[config.mk]
export PLATFORM = sky130hd
export DESIGN_NAME = wb_aperture_decoder
export DESIGN_NICKNAME = d
export VERILOG_FILES = /design/src/rtl/wb_decode_pkg.sv /design/src/rtl/wb_timeout_counter.sv /design/src/rtl/wb_aperture_decoder.sv
export SDC_FILE = /design/constraint.sdc
export NUM_CORES = 1
export LEC_CHECK = 0
export CAP_MARGIN = 10
export CORE_MARGIN = 5
export CORE_UTILIZATION = 37
export CTS_BUF_LIST = sky130_fd_sc_hd__clkbuf_2 sky130_fd_sc_hd__clkbuf_4 sky130_fd_sc_hd__clkbuf_8
export DETAILED_ROUTE_END_ITERATION = 16
export GPL_ROUTABILITY_DRIVEN = 0
export PLACE_DENSITY = 0.94
export SYNTH_ARGS = -nofsm -noshare
export SYNTH_HDL_FRONTEND = slang
export SYNTH_HIERARCHICAL = 1
export SYNTH_SLANG_ARGS = --single-unit
[constraint.sdc]
create_clock -name WBs_CLK_i -period 2.01 [get_ports WBs_CLK_i]
set_input_delay 0.402 -clock WBs_CLK_i [delete_from_list [all_inputs] [get_ports WBs_CLK_i]]
set_output_delay 0.402 -clock WBs_CLK_i [all_outputs]
set_load 0.03 [all_outputs]
[src/rtl/wb_decode_pkg.sv]
// Shared types and constants for the Wishbone aperture decoder.
// Holds the FSM state enum, the bus data width and the base-address slice helper.
package wb_decode_pkg;

    localparam int DATA_W     = 32;
    localparam int MAX_SLAVES = 16;
    localparam int MAX_ADDR_W = 32;

    localparam logic [DATA_W-1:0] DEFAULT_READ_VALUE = 32'hBAD_FAB_AC;

    typedef enum logic [1:0] {
        ST_IDLE   = 2'd0,
        ST_ACTIVE = 2'd1,
        ST_RESP   = 2'd2
    } state_e;

    // Caller zero-extends the packed base list and truncates the result to its address width.
    function automatic logic [MAX_ADDR_W-1:0] base_slice(
        input logic [MAX_SLAVES*MAX_ADDR_W-1:0] bases,
        input int                               idx,
        input int                               aw
    );
        logic [MAX_SLAVES*MAX_ADDR_W-1:0] shifted;
        shifted = bases >> (idx * aw);
        return shifted[MAX_ADDR_W-1:0];
    endfunction

endpackage

[src/rtl/wb_timeout_counter.sv]
// Up-counter with synchronous clear, count enable and terminal-count flag.
// Holds at the terminal value so it can never wrap while the owner is still waiting.
module wb_timeout_counter #(
    parameter int WIDTH    = 4,
    parameter int TERMINAL = 14
) (
    input  logic clk,
    input  logic rst,
    input  logic clr,
    input  logic en,
    output logic tc
);

    logic [WIDTH-1:0] cnt_q;
    logic [WIDTH-1:0] cnt_d;

    assign tc = (cnt_q == WIDTH'(TERMINAL));

    always_comb begin
        cnt_d = cnt_q;
        if (clr) begin
            cnt_d = '0;
        end else if (en && !tc) begin
            cnt_d = cnt_q + WIDTH'(1);
        end
    end

    always_ff @(posedge clk) begin
        if (rst) begin
            cnt_q <= '0;
        end else begin
            cnt_q <= cnt_d;
        end
    end

endmodule

[src/rtl/wb_aperture_decoder.sv]
// Wishbone aperture decoder: per-slave cycle select, registered ack/data, miss and timeout termination.
// Optional error capture (irq pulse, failing address, saturating count) under WB_DECODE_ERR_CAPTURE_EN.
//
// state     | meaning
// ST_IDLE   | waiting for CYC&STB; decodes address, hit -> ACTIVE, miss -> RESP
// ST_ACTIVE | s_CYC_o[sel] driven; waiting for slave ack, timeout or master abort
// ST_RESP   | WBs_ACK_o high for this single cycle
module wb_aperture_decoder #(
    parameter int                                NUM_SLAVES         = 4,
    parameter int                                APERWIDTH          = 17,
    parameter int                                APERSIZE           = 10,
    parameter logic [NUM_SLAVES*APERWIDTH-1:0]   SLAVE_BASE_ADDRS   = {17'h05000, 17'h02000, 17'h01000, 17'h00000},
    parameter logic [wb_decode_pkg::DATA_W-1:0]  DEFAULT_READ_VALUE = wb_decode_pkg::DEFAULT_READ_VALUE,
    parameter int                                TIMEOUT_CNTR_WIDTH = 4,
    parameter int                                TIMEOUT_CYCLES     = 15
) (
    input  logic                                     WBs_CLK_i,
    input  logic                                     WBs_RST_i,
    input  logic [APERWIDTH-1:0]                     WBs_ADR_i,
    input  logic                                     WBs_CYC_i,
    input  logic                                     WBs_STB_i,
    output logic [wb_decode_pkg::DATA_W-1:0]         WBs_DAT_o,
    output logic                                     WBs_ACK_o,
    output logic [NUM_SLAVES-1:0]                    s_CYC_o,
    input  logic [NUM_SLAVES*wb_decode_pkg::DATA_W-1:0] s_DAT_i,
    input  logic [NUM_SLAVES-1:0]                    s_ACK_i,
    output logic                                     err_irq_o,
    output logic [APERWIDTH-1:0]                     err_addr_o,
    output logic [7:0]                               err_cnt_o
);

    import wb_decode_pkg::*;

    localparam int SEL_W   = (NUM_SLAVES > 1) ? $clog2(NUM_SLAVES) : 1;
    localparam int DEC_LSB = APERSIZE + 2;
    localparam logic [MAX_SLAVES*MAX_ADDR_W-1:0] BASES_EXT = (MAX_SLAVES*MAX_ADDR_W)'(SLAVE_BASE_ADDRS);

    state_e                  state_q, state_d;
    logic [SEL_W-1:0]        sel_q, sel_d;
    logic [NUM_SLAVES-1:0]   s_cyc_q, s_cyc_d;
    logic                    ack_q, ack_d;
    logic [DATA_W-1:0]       dat_q, dat_d;

    logic [NUM_SLAVES-1:0]   match;
    logic                    hit;
    logic [SEL_W-1:0]        hit_idx;
    logic [DATA_W-1:0]       s_dat_arr [NUM_SLAVES];
    logic                    req;
    logic                    slave_ack;
    logic                    tmo_tc;
    logic                    cnt_en;
    logic                    err_event;

    for (genvar g = 0; g < NUM_SLAVES; g++) begin : g_slave
        localparam logic [APERWIDTH-1:0] BASE = APERWIDTH'(base_slice(BASES_EXT, g, APERWIDTH));
        assign match[g]     = (WBs_ADR_i[APERWIDTH-1:DEC_LSB] == BASE[APERWIDTH-1:DEC_LSB]);
        assign s_dat_arr[g] = s_DAT_i[g*DATA_W +: DATA_W];
    end

    // Descending scan so the lowest matching index is the one left standing.
    always_comb begin
        hit     = 1'b0;
        hit_idx = '0;
        for (int i = NUM_SLAVES - 1; i >= 0; i--) begin
            if (match[i]) begin
                hit     = 1'b1;
                hit_idx = SEL_W'(i);
            end
        end
    end

    assign req       = WBs_CYC_i & WBs_STB_i;
    assign slave_ack = |(s_ACK_i & s_cyc_q);
    assign cnt_en    = (state_q == ST_ACTIVE);

    wb_timeout_counter #(
        .WIDTH    (TIMEOUT_CNTR_WIDTH),
        .TERMINAL (TIMEOUT_CYCLES - 1)
    ) u_tmo (
        .clk (WBs_CLK_i),
        .rst (WBs_RST_i),
        .clr (!cnt_en),
        .en  (cnt_en),
        .tc  (tmo_tc)
    );

    always_comb begin
        state_d   = state_q;
        sel_d     = sel_q;
        s_cyc_d   = s_cyc_q;
        ack_d     = 1'b0;
        dat_d     = dat_q;
        err_event = 1'b0;
        case (state_q)
            ST_IDLE: begin
                if (req) begin
                    if (hit) begin
                        sel_d   = hit_idx;
                        s_cyc_d = NUM_SLAVES'(1) << hit_idx;
                        state_d = ST_ACTIVE;
                    end else begin
                        dat_d     = DEFAULT_READ_VALUE;
                        ack_d     = 1'b1;
                        err_event = 1'b1;
                        state_d   = ST_RESP;
                    end
                end
            end
            ST_ACTIVE: begin
                // Abort beats ack: the master has already walked away from this cycle.
                if (!WBs_CYC_i) begin
                    s_cyc_d = '0;
                    state_d = ST_IDLE;
                end else if (slave_ack) begin
                    dat_d   = s_dat_arr[sel_q];
                    s_cyc_d = '0;
                    ack_d   = 1'b1;
                    state_d = ST_RESP;
                end else if (tmo_tc) begin
                    dat_d     = DEFAULT_READ_VALUE;
                    s_cyc_d   = '0;
                    ack_d     = 1'b1;
                    err_event = 1'b1;
                    state_d   = ST_RESP;
                end
            end
            ST_RESP: begin
                state_d = ST_IDLE;
            end
            default: begin
                s_cyc_d = '0;
                state_d = ST_IDLE;
            end
        endcase
    end

    always_ff @(posedge WBs_CLK_i) begin
        if (WBs_RST_i) begin
            state_q <= ST_IDLE;
            sel_q   <= '0;
            s_cyc_q <= '0;
            ack_q   <= 1'b0;
            dat_q   <= '0;
        end else begin
            state_q <= state_d;
            sel_q   <= sel_d;
            s_cyc_q <= s_cyc_d;
            ack_q   <= ack_d;
            dat_q   <= dat_d;
        end
    end

    assign WBs_DAT_o = dat_q;
    assign WBs_ACK_o = ack_q;
    assign s_CYC_o   = s_cyc_q;

`ifdef WB_DECODE_ERR_CAPTURE_EN
    logic                 err_irq_q, err_irq_d;
    logic [APERWIDTH-1:0] err_addr_q, err_addr_d;
    logic [7:0]           err_cnt_q, err_cnt_d;

    // Registered alongside ack_q so the irq pulse lands in the same cycle as WBs_ACK_o.
    always_comb begin
        err_irq_d  = err_event;
        err_addr_d = err_addr_q;
        err_cnt_d  = err_cnt_q;
        if (err_event) begin
            err_addr_d = WBs_ADR_i;
            if (err_cnt_q != 8'hFF) begin
                err_cnt_d = err_cnt_q + 8'd1;
            end
        end
    end

    always_ff @(posedge WBs_CLK_i) begin
        if (WBs_RST_i) begin
            err_irq_q  <= 1'b0;
            err_addr_q <= '0;
            err_cnt_q  <= '0;
        end else begin
            err_irq_q  <= err_irq_d;
            err_addr_q <= err_addr_d;
            err_cnt_q  <= err_cnt_d;
        end
    end

    assign err_irq_o  = err_irq_q;
    assign err_addr_o = err_addr_q;
    assign err_cnt_o  = err_cnt_q;
`else
    logic unused_sink;
    assign unused_sink = ^{err_event, WBs_ADR_i[DEC_LSB-1:0]};

    assign err_irq_o  = 1'b0;
    assign err_addr_o = '0;
    assign err_cnt_o  = '0;
`endif

endmodule
==> metrics.md <==
| Metric | Value |
|---|---|
| Setup CP Type | `primary input to register` |
| Vias in the first global route | `3015` |
| Max-slew violation count | `0` |
| Iteration-0 DRC Markers | `72` |
| Max_cap viols | `0` |
| Crit path time final | `1.969 ns` |
| CP Max Fanout | `8` |
| Area grow syn2layout | `63.03%` |
| Die Y | `103.4 µm` |
| PortBufs | `177` |
| TNS Setup | `0 ns` |
| Commonest non-fill, non-tap cell in the layout | `clkdlybuf4s50_1` |
| Wire length per cell | `17.70 µm` |
| CTS Buf Count | `5` |
| First-pass GRT wire length | `14600 µm` |
| Ys Warns | `6` |
| ANT nets after route | `0` |
| FILL cells | `711` |
| Crit. End Element | `register` |
| Final Hold Viols | `0` |
| Ant. Diodes | `0` |
| Final setup margin | `around 0.041 ns` |
| Worst-Margin Slew | `0.6127 ns` |
| Row Count | `34` |
| HPWL after DPL | `8258 µm` |
| Synth cell types | `47` |
| Post-synthesis cell area | `about 3200 µm²` |
| IO Count | `216` |
| Worst slew margin | `59.15%` |
| Hold Crit Class | `register to register` |
| Clock tree root buffer cell | `clkbuf_8` |
| Multi-input combinational cell area | `2066 µm²` |
| Primary FF master, synth | `dfxtp_1` |
| Vias per cell | `5.050` |
| Worst-path clk slew | `0.09 ns` |
| Sequential cell area | `904.6 µm²` |
| Initial antenna violation count | `0` |
| Nets@finish | `630` |
| Outcome | `completed` |
| Core footprint | `8593 µm²` |
| Largest net degree at the start of global routing | `46` |
| # DRC | `0` |
| Worst skew pair latency | `0.30 ns` |
| Share of post-route cells with drive strength above 1 | `17.23%` |
| Die area | `10690 µm²` |
| Gr usage total | `17.72%` |
| Pwr/cell area | `438.5 nW/µm²` |
| CP Data Required Time | `2.18 ns` |
| Final clock skew | `0.01322 ns` |
| Die Wd | `between 100 and 150 µm` |
| CTS tree | `yes` |
| Syn_area_per_cell | `11.08 µm²` |
| CTS Buffer Depth | `2` |
| Total Wirelength | `10340 µm` |
| FMAX | `507.9 MHz` |
| Fin crit share | `between 90% and 100%` |
| Sequential fraction of the synthesis area | `roughly 28%` |
| Leak | `0.002019 µW` |
| Final setup viols | `0` |
| CP startpoint kind | `primary input` |
| Mapped Cells | `just under 300` |
| Fraction of registers with async set/reset | `0%` |
| Starting density of the core | `37.54%` |
| H-tree levels | `2` |
| #FFs+latches synth | `45` |
| EDFF count, synth | `0` |
| Placement Setup Slack | `-0.1968 ns` |
| Grt total ovfl | `0` |
| Most frequent cells in the layout | `176 x clkdlybuf4s50_1, 42 x dfxtp_1, 36 x nand2b_1, 33 x mux2i_1, 32 x mux4_2` |
| Total power | `between 2000 and 2500 µW` |
| Pre-antenna DRT Iters | `4` |
| DR vias | `2949` |
| VDD IR max | `around 0.28 mV` |
| CTS Sinks | `45` |
| Crit path DAT | `around 2.1 ns` |
-- state kept, by name (all words and copies together) (netlist names) --
register and count:
s_CYC_o 4, WBs_ACK_o 1, WBs_DAT_o 32, sel_q 2, u_tmo/cnt_q 4, state_q 2
-- area by class of cell --
cell class | instances | area share [%]
Multi-Input combinational cell | 218 | 39.28
Clock inverter | 1 | 0.1428
Timing Repair Buffer | 201 | 38.92
Inverter | 4 | 0.2855
Sequential cell | 45 | 17.20
Tap cell | 108 | 2.570
Clock buffer | 7 | 1.594
-- report_power, final --
group | internal (µW) | switching [µW]
sequential | 931 | 25.0
combinational | 457 | 311
clock | 274 | 307
total | 1660 | 644
-- synth_stat cells, types with 2 or more instances --
master,instances,area (µm²)
nand2b_1,36,225.2
inv_1,3,11.26
ha_1,2,25.02
nand3_1,3,15.01
dfxtp_1,45,900.9
buf_4,28,210.2
mux4_2,32,720.7
a41o_1,2,20.02
buf_12,3,60.06
o21bai_1,21,157.7
nor3_2,2,20.02
a21boi_1,3,22.52
a31o_2,2,17.52
nand4_1,3,18.77
nand3b_1,11,82.58
buf_6,3,33.78
nand2_1,4,15.01
nor2_1,3,11.26
a22oi_1,2,15.01
mux2i_1,33,330.3
o21ai_0,2,10.01
clkbuf_1,10,37.54
a21oi_1,10,50.05
buf_2,5,25.02
-- stage by stage --
stage          utilization (%)  std cells  instance area (µm²)  hold slack, ns
6_report                 61.20        584                 5259          0.4788
5_1_grt                  61.20        584                 5259          0.5026
4_1_cts                  60.24        578                 5176          0.4852
3_5_place_dp             59.17        570                 5085          0.4700
3_3_place_gp             59.17        570                 5085          0.4598
2_1_floorplan                -        316                 3319          0.4617
-- logic make-up (layout without fill, tap and decap cells) --
logic type / Yosys count / in the layout / share of synthesized area, %
compound gates: 48 / 48 / 10.67
fa+ha+maj: 2 / 2 / 0.7757
buf+inv: 53 / 213 / 11.83
flops: 45 / 45 / 27.93
mux: 65 / 65 / 32.58
other cells: 1 / 26 / 0.1163
simple gates: 77 / 77 / 16.10
-- worst max-delay path, stage by stage --
cell             delay, ns
clkdlybuf4s50_1       0.55
mux2i_1               0.30
a21boi_1              0.14
o2111ai_4             0.25
buf_12                0.18
buf_6                 0.16
buf_4                 0.12
nor3_2                0.03
-- timing repair --
| action | 4_1_cts | 5_1_grt |
|---|---|---|
| endpoints found under the setup margin | 0 | 10 |
| hold buffers | 0 | 0 |
| gates resized for setup | 0 | 4 |
| buffers inserted | 0 | 4 |
-- layer usage --
metal  track usage (%)  up-vias  share of wire (%)  wire [µm]
met1             18.92     1399                 35       3650
met4             5.378        0                1.5        159
met3             5.433       10                 11       1112
met5                 0        -                  0          0
li1                  -     1400                  -          -
met2             33.19      140                 52       5414
-- path summary, 6_finish.rpt --
kind / startpoint / to / slack [ns] / cells after the start
min reg2reg: WBs_DAT_o[31] / WBs_DAT_o[31] / 0.48 / 2
min: WBs_DAT_o[31] / WBs_DAT_o[31] / 0.48 / 2
max: WBs_ADR_i[12] / state_q[1] / 0.04 / 8
max reg2reg: u_tmo/cnt_q[0] / state_q[1] / 0.08 / 11
Power figures use the tool's default switching activity.
